`src/rtl/store_narrow_32to16_pkg.sv`:
```
`default_nettype none
// ============================================================================
// Module      : store_narrow_pkg
// Description : Shared encodings for the 32->16 store narrowing bridge:
//               store size codes, FSM state codes, lane-enable levels and
//               the alignment check helper.
// Revision    : 1.0 - initial release
// ============================================================================
package store_narrow_pkg;

    // CPU store size encodings
    localparam logic [1:0] SIZE_BYTE = 2'b00;
    localparam logic [1:0] SIZE_HALF = 2'b01;
    localparam logic [1:0] SIZE_WORD = 2'b10;
    localparam logic [1:0] SIZE_RSVD = 2'b11;

    // Bridge FSM state encodings
    localparam logic [1:0] c_st_idle  = 2'd0;
    localparam logic [1:0] c_st_beat1 = 2'd1;
    localparam logic [1:0] c_st_beat2 = 2'd2;
    localparam logic [1:0] c_st_err   = 2'd3;

    // SRAM byte lanes are enabled by driving them low
    localparam logic c_lane_on  = 1'b0;
    localparam logic c_lane_off = 1'b1;

    // A store is illegal if its address is not a multiple of its size,
    // or if it uses the reserved size code.
    function automatic logic is_misaligned(input logic [1:0] size,
                                           input logic [1:0] addr_lo);
        logic r;
        r = 1'b0;
        case (size)
            SIZE_BYTE: r = 1'b0;
            SIZE_HALF: r = addr_lo[0];
            SIZE_WORD: r = |addr_lo;
            default:   r = 1'b1;
        endcase
        return r;
    endfunction

endpackage
`default_nettype wire

```
`src/rtl/store_narrow_32to16_lane_pack.sv`:
```
`default_nettype none
// ============================================================================
// Module      : store_lane_pack
// Description : Combinational big-endian lane packer. Maps a store request
//               (size, low address bits, 32-bit right-justified data) and a
//               beat select onto 16-bit SRAM data plus active-low byte
//               lane enables. Even byte address lands in the upper lane.
// Revision    : 1.0 - initial release
// ============================================================================
module store_lane_pack
    import store_narrow_pkg::*;
(
    input  logic [1:0]  i_size,
    input  logic [1:0]  i_addr_lo,
    input  logic [31:0] i_data,
    input  logic        i_beat_sel,   // 0 = first beat, 1 = second word beat
    output logic [15:0] o_sram_data,
    output logic        o_ub_n,
    output logic        o_lb_n,
    output logic        o_misaligned
);

    // Select data half and lane enables for the requested beat
    always_comb begin
        o_sram_data  = 16'h0000;
        o_ub_n       = c_lane_off;
        o_lb_n       = c_lane_off;
        o_misaligned = is_misaligned(i_size, i_addr_lo);
        if (i_beat_sel) begin
            // second half of a word: low halfword, both lanes
            o_sram_data = i_data[15:0];
            o_ub_n      = c_lane_on;
            o_lb_n      = c_lane_on;
        end else begin
            case (i_size)
                SIZE_BYTE: begin
                    // replicate so either lane carries the byte
                    o_sram_data = {i_data[7:0], i_data[7:0]};
                    if (i_addr_lo[0]) begin
                        o_lb_n = c_lane_on;
                    end else begin
                        o_ub_n = c_lane_on;
                    end
                end
                SIZE_HALF: begin
                    o_sram_data = i_data[15:0];
                    o_ub_n      = c_lane_on;
                    o_lb_n      = c_lane_on;
                end
                SIZE_WORD: begin
                    o_sram_data = i_data[31:16];
                    o_ub_n      = c_lane_on;
                    o_lb_n      = c_lane_on;
                end
                default: begin
                    o_sram_data = 16'h0000;
                end
            endcase
        end
    end

endmodule
`default_nettype wire

```
`src/rtl/store_narrow_32to16.sv`:
```
`default_nettype none
// ============================================================================
// Module      : store_narrow_32to16
// Description : MEM-stage store bridge. Accepts byte/half/word CPU stores and
//               issues them as one or two halfword beats on a 16-bit SRAM
//               write port (big-endian). Misaligned or reserved-size stores
//               produce a one-cycle storeError pulse and no SRAM beat.
//               Optional macro STORE_NARROW_BUFFER_EN adds a one-entry
//               request buffer so a store can be accepted while busy and
//               launched with no idle bubble.
// Revision    : 1.0 - initial release
// ============================================================================
module store_narrow_32to16
    import store_narrow_pkg::*;
#(
    parameter int ADDR_WIDTH = 18
)
(
    input  logic                  clock,
    input  logic                  reset_n,
    input  logic                  storeValid,
    output logic                  storeReady,
    input  logic [31:0]           storeAddress,
    input  logic [31:0]           storeData,
    input  logic [1:0]            storeSize,
    output logic                  storeError,
    output logic                  sramReq,
    input  logic                  sramAck,
    output logic [ADDR_WIDTH-1:0] sramAddr,
    output logic [15:0]           sramData,
    output logic                  sramUB_n,
    output logic                  sramLB_n,
    output logic                  sramWE_n
);

    localparam logic [ADDR_WIDTH-1:0] c_hw_one = {{(ADDR_WIDTH-1){1'b0}}, 1'b1};

    logic [1:0]            r_state;
    logic                  r_req;
    logic                  r_err;
    logic                  r_ub_n;
    logic                  r_lb_n;
    logic                  r_cap_word;
    logic [15:0]           r_cap_lo;
    logic [ADDR_WIDTH-1:0] r_addr;
    logic [15:0]           r_data;

    logic                  w_idle;
    logic                  w_hs;
    logic                  w_done;
    logic                  w_to_beat2;
    logic                  w_launch;
    logic [1:0]            w_src_size;
    logic [ADDR_WIDTH:0]   w_src_addr;
    logic [31:0]           w_src_data;

    logic [1:0]            w_pk_size;
    logic [1:0]            w_pk_addr_lo;
    logic [31:0]           w_pk_data;
    logic [15:0]           w_pk_sram_data;
    logic                  w_pk_ub_n;
    logic                  w_pk_lb_n;
    logic                  w_pk_mis;

    // Address bits above the SRAM halfword range are discarded
    logic                  w_unused;
    assign w_unused = &{1'b0, storeAddress[31:ADDR_WIDTH+1]};

    assign w_idle     = (r_state == c_st_idle);
    assign w_hs       = storeValid & storeReady;
    assign w_to_beat2 = (r_state == c_st_beat1) & sramAck & r_cap_word;
    assign w_done     = ((r_state == c_st_beat1) & sramAck & ~r_cap_word)
                      | ((r_state == c_st_beat2) & sramAck)
                      |  (r_state == c_st_err);

`ifdef STORE_NARROW_BUFFER_EN
    logic                  r_buf_valid;
    logic [1:0]            r_buf_size;
    logic [ADDR_WIDTH:0]   r_buf_addr;
    logic [31:0]           r_buf_data;

    assign storeReady = ~r_buf_valid;
    // A held request always takes priority over a fresh one at completion
    assign w_src_size = r_buf_valid ? r_buf_size : storeSize;
    assign w_src_addr = r_buf_valid ? r_buf_addr : storeAddress[ADDR_WIDTH:0];
    assign w_src_data = r_buf_valid ? r_buf_data : storeData;
    assign w_launch   = (w_idle & w_hs) | (w_done & (r_buf_valid | w_hs));

    // Hold a request accepted while a transfer is still in progress
    always_ff @(posedge clock) begin
        if (!reset_n) begin
            r_buf_valid <= 1'b0;
            r_buf_size  <= SIZE_BYTE;
            r_buf_addr  <= '0;
            r_buf_data  <= 32'h0;
        end else if (w_done & r_buf_valid) begin
            r_buf_valid <= 1'b0;
        end else if (w_hs & ~w_idle & ~w_done) begin
            r_buf_valid <= 1'b1;
            r_buf_size  <= storeSize;
            r_buf_addr  <= storeAddress[ADDR_WIDTH:0];
            r_buf_data  <= storeData;
        end
    end
`else
    assign storeReady = w_idle;
    assign w_src_size = storeSize;
    assign w_src_addr = storeAddress[ADDR_WIDTH:0];
    assign w_src_data = storeData;
    assign w_launch   = w_idle & w_hs;
`endif

    // Beat 2 of a word and a new launch never coincide, so one packer serves both
    assign w_pk_size    = w_to_beat2 ? SIZE_WORD            : w_src_size;
    assign w_pk_addr_lo = w_to_beat2 ? 2'b00                : w_src_addr[1:0];
    assign w_pk_data    = w_to_beat2 ? {16'h0000, r_cap_lo} : w_src_data;

    store_lane_pack u_lane_pack (
        .i_size       (w_pk_size),
        .i_addr_lo    (w_pk_addr_lo),
        .i_data       (w_pk_data),
        .i_beat_sel   (w_to_beat2),
        .o_sram_data  (w_pk_sram_data),
        .o_ub_n       (w_pk_ub_n),
        .o_lb_n       (w_pk_lb_n),
        .o_misaligned (w_pk_mis)
    );

    // Bridge FSM with registered SRAM-side outputs
    always_ff @(posedge clock) begin
        if (!reset_n) begin
            r_state    <= c_st_idle;
            r_req      <= 1'b0;
            r_err      <= 1'b0;
            r_ub_n     <= c_lane_off;
            r_lb_n     <= c_lane_off;
            r_addr     <= '0;
            r_data     <= 16'h0000;
            r_cap_word <= 1'b0;
            r_cap_lo   <= 16'h0000;
        end else if (w_launch) begin
            r_cap_lo   <= w_src_data[15:0];
            r_cap_word <= (w_src_size == SIZE_WORD);
            if (w_pk_mis) begin
                r_state <= c_st_err;
                r_err   <= 1'b1;
                r_req   <= 1'b0;
                r_ub_n  <= c_lane_off;
                r_lb_n  <= c_lane_off;
            end else begin
                r_state <= c_st_beat1;
                r_err   <= 1'b0;
                r_req   <= 1'b1;
                r_addr  <= w_src_addr[ADDR_WIDTH:1];
                r_data  <= w_pk_sram_data;
                r_ub_n  <= w_pk_ub_n;
                r_lb_n  <= w_pk_lb_n;
            end
        end else if (w_to_beat2) begin
            // beat-1 halfword address is even, so +1 cannot carry out
            r_state <= c_st_beat2;
            r_addr  <= r_addr + c_hw_one;
            r_data  <= w_pk_sram_data;
            r_ub_n  <= w_pk_ub_n;
            r_lb_n  <= w_pk_lb_n;
        end else if (w_done) begin
            r_state <= c_st_idle;
            r_req   <= 1'b0;
            r_err   <= 1'b0;
            r_ub_n  <= c_lane_off;
            r_lb_n  <= c_lane_off;
        end
    end

    assign storeError = r_err;
    assign sramReq    = r_req;
    assign sramWE_n   = ~r_req;
    assign sramAddr   = r_addr;
    assign sramData   = r_data;
    assign sramUB_n   = r_ub_n;
    assign sramLB_n   = r_lb_n;

endmodule
`default_nettype wire
```
`config.mk`:
```
export PLATFORM = sky130hd
export DESIGN_NAME = store_narrow_32to16
export DESIGN_NICKNAME = d
export VERILOG_FILES = /design/src/rtl/store_narrow_32to16_pkg.sv /design/src/rtl/store_narrow_32to16_lane_pack.sv /design/src/rtl/store_narrow_32to16.sv
export SDC_FILE = /design/constraint.sdc
export NUM_CORES = 1
export LEC_CHECK = 0
export BUFFER_PORTS_ARGS = -buffer_cell sky130_fd_sc_hd__buf_4
export CORE_MARGIN = 4
export CORE_UTILIZATION = 51
export DETAILED_ROUTE_END_ITERATION = 8
export PLACE_DENSITY = 0.8
export SKIP_LAST_GASP = 1
export SLEW_MARGIN = 20
export SYNTH_ARGS = -nofsm -noshare
export SYNTH_HDL_FRONTEND = slang
export SYNTH_HIERARCHICAL = 1
export SYNTH_SLANG_ARGS = --single-unit
```
`constraint.sdc`:
```
create_clock -name clock -period 3.8 [get_ports clock]
set_input_delay 0.38 -clock clock [delete_from_list [all_inputs] [get_ports clock]]
set_output_delay 0.38 -clock clock [all_outputs]
set_load 0.02 [all_outputs]
```
# Yosys cells after proc, flatten, opt, wreduce, memory -nomap -nowiden
# Index checks and enable logic that the tools add are counted.
# op_classes
addsub	1
mux	35
n_eq_ne	8
bitwise_logic	10
reduce_logical	9
# op_table
cell	n
16-bit two-way mux	4
18-bit two-way mux	3
16-bit case mux with 3 select lines	1
32-bit two-way mux	1
18-bit by 1-bit adder with 18-bit output, second input constant	1
1-bit two-way mux	17
2-bit two-way mux	6
2-bit == test, second input constant	4
1-bit AND	6
2-bit by 1-bit == test with 1-bit output, second input constant	2
2-bit logical NOT	2
1-bit case mux with 2 select lines	2
2-bit AND reduction	2
2-bit nonzero test	2
2-bit OR reduction	2
1-bit case mux with 3 select lines	1
3-bit nonzero test	1
2-bit by 1-bit inequality test with 1-bit output, second input constant	1
2-bit inequality test, second input constant	1
1-bit NOT	2
1-bit OR	2
# word_totals
out_inout_bits	40
wordCells	72
ff_bits	57
input_bits	70

# Longest topological paths before layout
# Gate-level depths: netlist (run 1).
# logic_depth
word_depth	10
depth_mapped	15
ltp_nobuf	10

# Hierarchy
# The synthesis (run 1) kept the hierarchy.
# modules_own_cells
mod	seq_area_each_um2	cells_per_inst	area_per_inst_um2	n_inst
store_narrow_32to16	1141.1	401	2931.6	1
store_lane_pack	0.0	65	474.2	1

# Worst setup path after synthesis (run 1)
# Ideal clock, no wire load.
# synth_path
path_type	reg2reg
start	register r_state[1]
end	register r_addr[3] (netlist: sramAddr[3])
setup_ps	70
arrival_time_ps	2974
setup_slack_ps	755
n_path_buf	5
period_less_slack_ps	3045
t_required_ps	3730
path_stages_with_launch	16
path_cell_list	dfxtp_1 buf_2 nand4b_1 clkbuf_1 and2_1 inv_1 ha_1 clkbuf_1 a21oi_1 o21bai_1 or4b_1 buf_2 nand2_4 buf_4 o21ai_0 a21oi_1
# synth_between
elab_chain_cells	8
word_cells_on_any_way	17
cone_classes	eq/ne (4); mux (4); bitwise (4); reduce/logical (5)
# synth_rtl
element	line_no	rtl
start, declared	store_narrow_32to16.sv:38	logic [1:0] r_state;
start signal, assigned	store_narrow_32to16.sv:132	r_state <= c_st_idle;
start signal, assigned	store_narrow_32to16.sv:145	r_state <= c_st_err;
start signal, assigned	store_narrow_32to16.sv:151	r_state <= c_st_beat1;
2-bit by 1-bit == test with 1-bit output (*)	store_narrow_32to16.sv:71	assign w_to_beat2 = (r_state == c_st_beat1) & sramAck & r_cap_word;
1-bit AND (*) (2 in a row)	store_narrow_32to16.sv:71	
2-bit two-way mux (*)	store_narrow_32to16.sv:114	assign w_pk_size = w_to_beat2 ? SIZE_WORD : w_src_size;
via w_pk_size[0]	store_narrow_32to16.sv:57	logic [1:0] w_pk_size;
2-bit == test, or another cell as far along	store_narrow_32to16_pkg.sv:33	case (size)
1-bit case mux with 3 select lines (*)	store_narrow_32to16_pkg.sv:33	
via w_pk_mis	store_narrow_32to16.sv:63	logic w_pk_mis;
2-bit inequality test (no source line) (*)	--	
2-bit AND reduction (no source line) (*)	--	
end signal, assigned	store_narrow_32to16.sv:154	r_addr <= w_src_addr[ADDR_WIDTH:1];
end signal, assigned	store_narrow_32to16.sv:162	r_addr <= r_addr + c_hw_one;
end, declared	store_narrow_32to16.sv:45	logic [ADDR_WIDTH-1:0] r_addr;
# Mark *: on every way through the listed nets, which the timed path passes. The rest lies on a longest branch.
# A chain may end at the register's enable or synchronous reset.

# Worst setup path after layout (run 1)
# layout_path
start	register r_state[0]
end	register r_addr[3] (netlist: sramAddr[3])
# Same word-level chain as after synthesis.

==> impl_metrics.tcl, run 1 <==
set metrics [dict create \
    cts_tree "yes" \
    route.detailed.drc 0 \
    synth_common_cells "nand2_1, dfxtp_1, a21oi_1, and2_1, clkbuf_1" \
    syn-cell-area_um2 3406 \
    hpwlAfterDp_um 7338 \
    wl_per_cell_um 16.26 \
    async_reset_ff_share_pct 0 \
    die_h_um 89.72 \
    period_share_pct 83.19 \
    hold_viol 0 \
    io_buffers 96 \
    crit_required_ns 4.06 \
    gr-total-overflow 0 \
    drive_gt1_share_pct 24.09 \
    syn2layout_area_growth_pct 26.75 \
    track_usage_pct 25.20 \
    synthTopCellsByArea "dfxtp_1, nand2_1, a21oi_1" \
    htree_num_levels 3 \
    avgSynthCellArea_um2 7.309 \
    tns_ns 0 \
    grt_max_degree 30 \
    synth_fp_nets 541 \
    fill_cells 579 \
    fin_skew_ns 0.006334 \
    clk_latency_ns 0.33 \
    clk_pin_slew_ns 0.07 \
    core_um2 6422 \
    min_period_ns 3.161 \
    crit_fanout 12 \
    worstMarginPinSlew_ns 0.9180 \
    top_layer_used "met4" \
    wl_met2_um 4728 \
    antenna_found_initial 0 \
    crit_arrival_ns 3.42 \
    wl_met1_um 4627 \
    ir_drop_v 0.0002227 \
    power.density_nw_per_um2 351.7 \
    ios 110 \
    clock.fmax_mhz 316.3 \
    end_kind "flop" \
    routed-via-count 3731 \
    post-cts-setup-buffer-count 0 \
    ys_warn_count 6 \
    vias_per_cell 5.932 \
    synth_edf_count 0 \
    yosysMostFrequentCell "nand2_1" \
    drt_iter0_markers 382 \
    cts.sinks 57 \
    dieArea_um2 8050 \
    total_power_w 0.001518 \
    drtAntennaViolNets 0 \
    gp_congestion 0.9054 \
    yosysSeqAreaShare_pct 33.50 \
    p_leak_nw 1.791 \
    status "complete, no violations" \
    grt_pass1_wl_um 17070 \
    hp-class "input pin to flop" \
    startpoint_type "flop" \
    diodes 0 \
    root_buffer "clkbuf_8" \
    yosysTopAreaCellShare_pct 33.50 \
    grt_pass1_vias 3508 \
    ctsResizeCount 0 \
    dr.pass1.iters 6 \
    setup_viol 0 \
    synth-seq-cells 57 \
    wl_um 10230 \
    max_slew_margin_pct 38.73 \
    yosys.area.top_type "dfxtp_1" \
    numCtsBuffers 9 \
    initial_core_util_pct 53.03 \
    rows 29 \
    layout.nets 623 \
    ys_types 58 \
    clk_path_buf_depth 2 \
    synth_cells 466 \
    cts_hold_buffers 0 \
    ys.flop_type "dfxtp_1" \
    drv_cap 0 \
    die_w_um 89.72 \
    drv_slew 0 \
    criticalPathCategory "flop to flop" \
    rsz0062_at_grt "false" \
    dr_wl_met3_um 695 \
]
kinds of logic after synthesis:
group,synth area share (%)
adders and majority gates,1.837
muxes,2.351
DFF,33.50
buffers and inverters,6.135
AOI/OAI and AO/OA,21.97
and+or+nand+nor,34.20
final timing paths:
kind                                 start                        to  slack (ns)  depth (start not counted)
hold / removal                storeData[3]  r_cap_lo[3]$_SDFFE_PN0P_        0.29                          3
setup reg to reg   r_state[0]$_SDFFE_PN0P_  sramAddr[3]$_SDFFE_PN0P_        0.64                         12
hold reg to reg   r_cap_lo[5]$_SDFFE_PN0P_  r_cap_lo[5]$_SDFFE_PN0P_        0.46                          2
setup / recovery   r_state[0]$_SDFFE_PN0P_  sramAddr[3]$_SDFFE_PN0P_        0.64                         12
cell usage in the layout (no fill, tap or decap), drive strengths merged, types with 2 or more instances in the layout:
master and n:
o21bai 2, a21oi 48, nor3 13, clkinv 3, nand2 137, a31oi 2, nand3b 9, nand3 12
and2 23, or3 2, buf 107, nand2b 2, mux2i 8, dfxtp 57, o22ai 4, nor2 9
a2bb2oi 2, nor2b 3, a211oi 2, o211a 2, o21ai 15, a221oi 3, inv 9, o22a 2
nand4 4, and3 3, clkbuf 12, a311oi 2, nor3b 3, nor4 7, a32o 8, o211ai 9
ha 5, a22oi 9
metrics by stage:
| stage | hold WS (ns) | utilization (%) | std cells | setup slack [ns] | instance area (um^2) |
|---|---|---|---|---|---|
| after CTS | 0.2888 | 67.21 | 629 | 0.6818 | 4317 |
| after global placement | 0.4416 | 64.41 | 614 | 0.8089 | 4136 |
| after floorplan | 0.4366 | - | 466 | 0.7552 | 3406 |
| final | 0.2935 | 67.21 | 629 | 0.6388 | 4317 |
| after detailed placement | 0.4484 | 64.41 | 614 | 0.6950 | 4136 |
| after global routing | 0.2891 | 67.21 | 629 | 0.2827 | 4317 |
layer usage:
metal  up-vias  global-route usage [%]
met5         -                       0
met4         0                   9.323
met3        24                   4.341
met2       161                   39.10
met1      1755                   35.15
li1       1791                       -
area by class of cell:
cell class	instances	area [um^2]	share of cell area [%]
sequential	57	1141	26.43
tap	77	96.34	2.232
inverter	9	33.78	0.7826
multi-input combinational	364	2062	47.77
clock inverter	3	15.01	0.3478
clock buffer	12	165.2	3.826
timing repair buffer	107	803.3	18.61
registers in the layout, indices dropped and copies added (netlist names):
| name | flops |
|---|---|
| r_cap_lo | 16 |
| sramAddr | 18 |
| r_cap_word | 1 |
| sramLB_n | 1 |
| r_state | 2 |
| storeError | 1 |
| sramUB_n | 1 |
| sramReq | 1 |
| sramData | 16 |
critical path, cell delays in order, from the launching register on:
cell      delay (ns)
dfxtp_1         0.58
nand4b_1        0.24
and2_1          0.27
inv_1           0.09
ha_1            0.40
a21oi_1         0.12
o21bai_1        0.22
buf_4           0.20
nor4b_4         0.06
nor2_2          0.36
buf_4           0.26
o21ai_0         0.10
a21oi_1         0.17
where the power goes:
part           internal [W]  leakage, nW  total (W)  switching, W
clock              0.000283       0.0980   0.000524      0.000241
combinational      0.000147         1.23   0.000330      0.000183
sequential         0.000631        0.465   0.000664     0.0000329
total               0.00106         1.79    0.00152      0.000456
No activity file was read; power rests on OpenSTA's default activity.
==> run 2: changes to the inputs <==
Clock period 3.8 ns to 3 ns, I/O delays scaled along.
==> run 2 against run 1 <==
  * Wire length fell by 0.34%
  * Critical path depth shrank 2
  * Register-to-register slack got worse by 0.26 ns
  * Sequential power grew 26%
  * Flip-flop and latch count unchanged
  * Clock-buffer cell count is the same
  * Worst hold slack worse by 0.070 ns
  * Non-clock buffer count increased by 7
  * Sequential share of layout area is 0.41 points lower
  * Setup slack worse by 0.26 ns
  * Largest power group unchanged
==> impl_metrics.tcl, run 2 (synthesized netlist as in run 1, its figures left out) <==
set metrics [dict create \
    worst-path-stages 10 \
    fill_cells 596 \
    numCtsBuffers 9 \
    dr.pass1.iters 5 \
    rsz0062_at_grt "false" \
    grt_pass1_vias 3466 \
    slowest_stage "or4b_1" \
    clk_path_buf_depth 2 \
    end_kind "flop" \
    critPathBufInv 1 \
    wl_per_cell_um 16.02 \
    syn2layout_area_growth_pct 28.73 \
    initial_core_util_pct 53.03 \
    diodes 0 \
    dieArea_um2 8050 \
    drt_iter0_markers 293 \
    layout.nets 630 \
    track_usage_pct 24.95 \
    drive_gt1_share_pct 24.87 \
    cts.sinks 57 \
    worstHoldStart "storeData[7]" \
    route.detailed.drc 0 \
    clock.fmax_mhz 381.7 \
    root_buffer "clkbuf_8" \
    ir_drop_v 0.0003047 \
    largest_reg_flops 18 \
    hpwlAfterDp_um 7309 \
    core_um2 6422 \
    r2r-end "sramAddr[17]$_SDFFE_PN0P_" \
    clk_pin_slew_ns 0.06 \
    worstMarginPinSlew_ns 0.6893 \
    reg2reg_slack_ns 0.38 \
    routed-via-count 3728 \
    vias_per_cell 5.862 \
    r2r-start "r_cap_word$_SDFFE_PN0P_" \
    p_leak_nw 1.831 \
    cts_hold_buffers 0 \
    power.density_nw_per_um2 453.0 \
    grt_pass1_wl_um 16880 \
    hp-class "input pin to flop" \
    crit_required_ns 3.25 \
    die_h_um 89.72 \
    final_common_cell "nand2_1" \
    clk_latency_ns 0.33 \
    crit_family "simple AND/OR/NAND/NOR gates" \
    drv_slew 0 \
    crit_arrival_ns 2.87 \
    place_ws_ns 0.2873 \
    startpoint_type "flop" \
    status "complete, no violations" \
    post-cts-setup-buffer-count 0 \
    seqCellArea_um2 1141 \
    min_period_ns 2.620 \
    tns_ns 0 \
    ios 110 \
    period_share_pct 87.32 \
    gr-total-overflow 0 \
    drtAntennaViolNets 0 \
    grt_max_degree 33 \
    hold_path_end "r_cap_lo[7]$_SDFFE_PN0P_" \
    fin_ws_ns 0.3803 \
    antenna_found_initial 0 \
    worstPathCellList "nand4b_1 > and2_1 > inv_1 > ha_1 > a21oi_1 > o21bai_1 > or4b_1 > nand2_4 > o21ai_0 > a211oi_1" \
    rows 29 \
    layout_common_cells "nand2_1, buf_4, dfxtp_1" \
    wl_um 10190 \
    max_slew_margin_pct 54.00 \
    multiInputGateArea_um2 2062 \
    timing.hold.worst_path_depth 3 \
    io_buffers 96 \
    r2r_cells 10 \
    gp_congestion 0.9230 \
    cts_tree "yes" \
    die_w_um 89.72 \
    slowest_delay_ns 0.63 \
    crit_fanout 28 \
    fin_skew_ns 0.007726 \
    setup_viol 0 \
    htree_num_levels 3 \
    criticalPathCategory "flop to flop" \
    hold_viol 0 \
    ctsResizeCount 0 \
    drv_cap 0 \
]
-- run 2: changes by cell type in the layout (fill, tap and decap cells not counted) --
cell,change
buf_4,+7
bufinv_16,+1
clkbuf_1,+1
clkbuf_8,-1
clkinv_2,-1
-- run 2: worst reg2reg max path, cell delays in order (launching register included) --
cell	delay, ns
dfxtp_1	0.33
nand4b_1	0.16
and2_1	0.20
inv_1	0.08
ha_1	0.23
a21oi_1	0.15
o21bai_1	0.10
or4b_1	0.63
nand2_4	0.33
o21ai_0	0.14
a211oi_1	0.20
-- run 2: worst max-delay path by stage --
stage                                  startpoint                   endpoint  slack [ns]
after floorplan           r_state[1]$_SDFFE_PN0P_   sramAddr[3]$_SDFFE_PN0P_        0.04
after global placement                    sramAck  sramAddr[17]$_SDFFE_PN0P_        0.36
after detailed placement                  sramAck   sramAddr[1]$_SDFFE_PN0P_        0.29
after CTS                 r_cap_word$_SDFFE_PN0P_   sramAddr[1]$_SDFFE_PN0P_        0.38
after global routing      r_cap_word$_SDFFE_PN0P_   sramAddr[1]$_SDFFE_PN0P_        0.13
final                     r_cap_word$_SDFFE_PN0P_  sramAddr[17]$_SDFFE_PN0P_        0.38
-- run 2: final cells by class --
| class | instances | share of cell area [%] |
|---|---|---|
| multi-input cells | 364 | 47.03 |
| flip-flops and latches | 57 | 26.03 |
| repair buffers | 114 | 19.52 |
| clock buffers | 12 | 3.539 |
| well taps | 77 | 2.197 |
| clock inverters | 3 | 0.9132 |
| inverters | 9 | 0.7705 |
-- run 2: per-layer routing --
layer  part of all wire (%)  wire length [um]  GRT usage [%]  vias up
li1                       -                 -              -     1810
met1                     46              4657          35.70     1721
met2                     44              4531          38.10      179
met3                    8.3               846          4.591       18
met4                    1.5               154          7.791        0
met5                      0                 0              0        -
-- run 2: report_power, final --
part	switching, W	internal, W
Sequential	0.0000354	0.000800
Clock	0.000298	0.000422
Combinational	0.000238	0.000193
Total	0.000571	0.00141
-- run 2: stage by stage --
| stage | hold slack (ns) | total power, W | cells | area (um^2) | util, % |
|---|---|---|---|---|---|
| after floorplan | 0.4360 | 0.001105 | 466 | 3407 | - |
| after global placement | 0.4416 | 0.001268 | 621 | 4189 | 65.23 |
| after detailed placement | 0.4465 | 0.001277 | 621 | 4189 | 65.23 |
| after CTS | 0.2109 | 0.001995 | 636 | 4384 | 68.26 |
| after global routing | 0.2203 | 0.002083 | 636 | 4384 | 68.26 |
| final | 0.2237 | 0.001986 | 636 | 4384 | 68.26 |
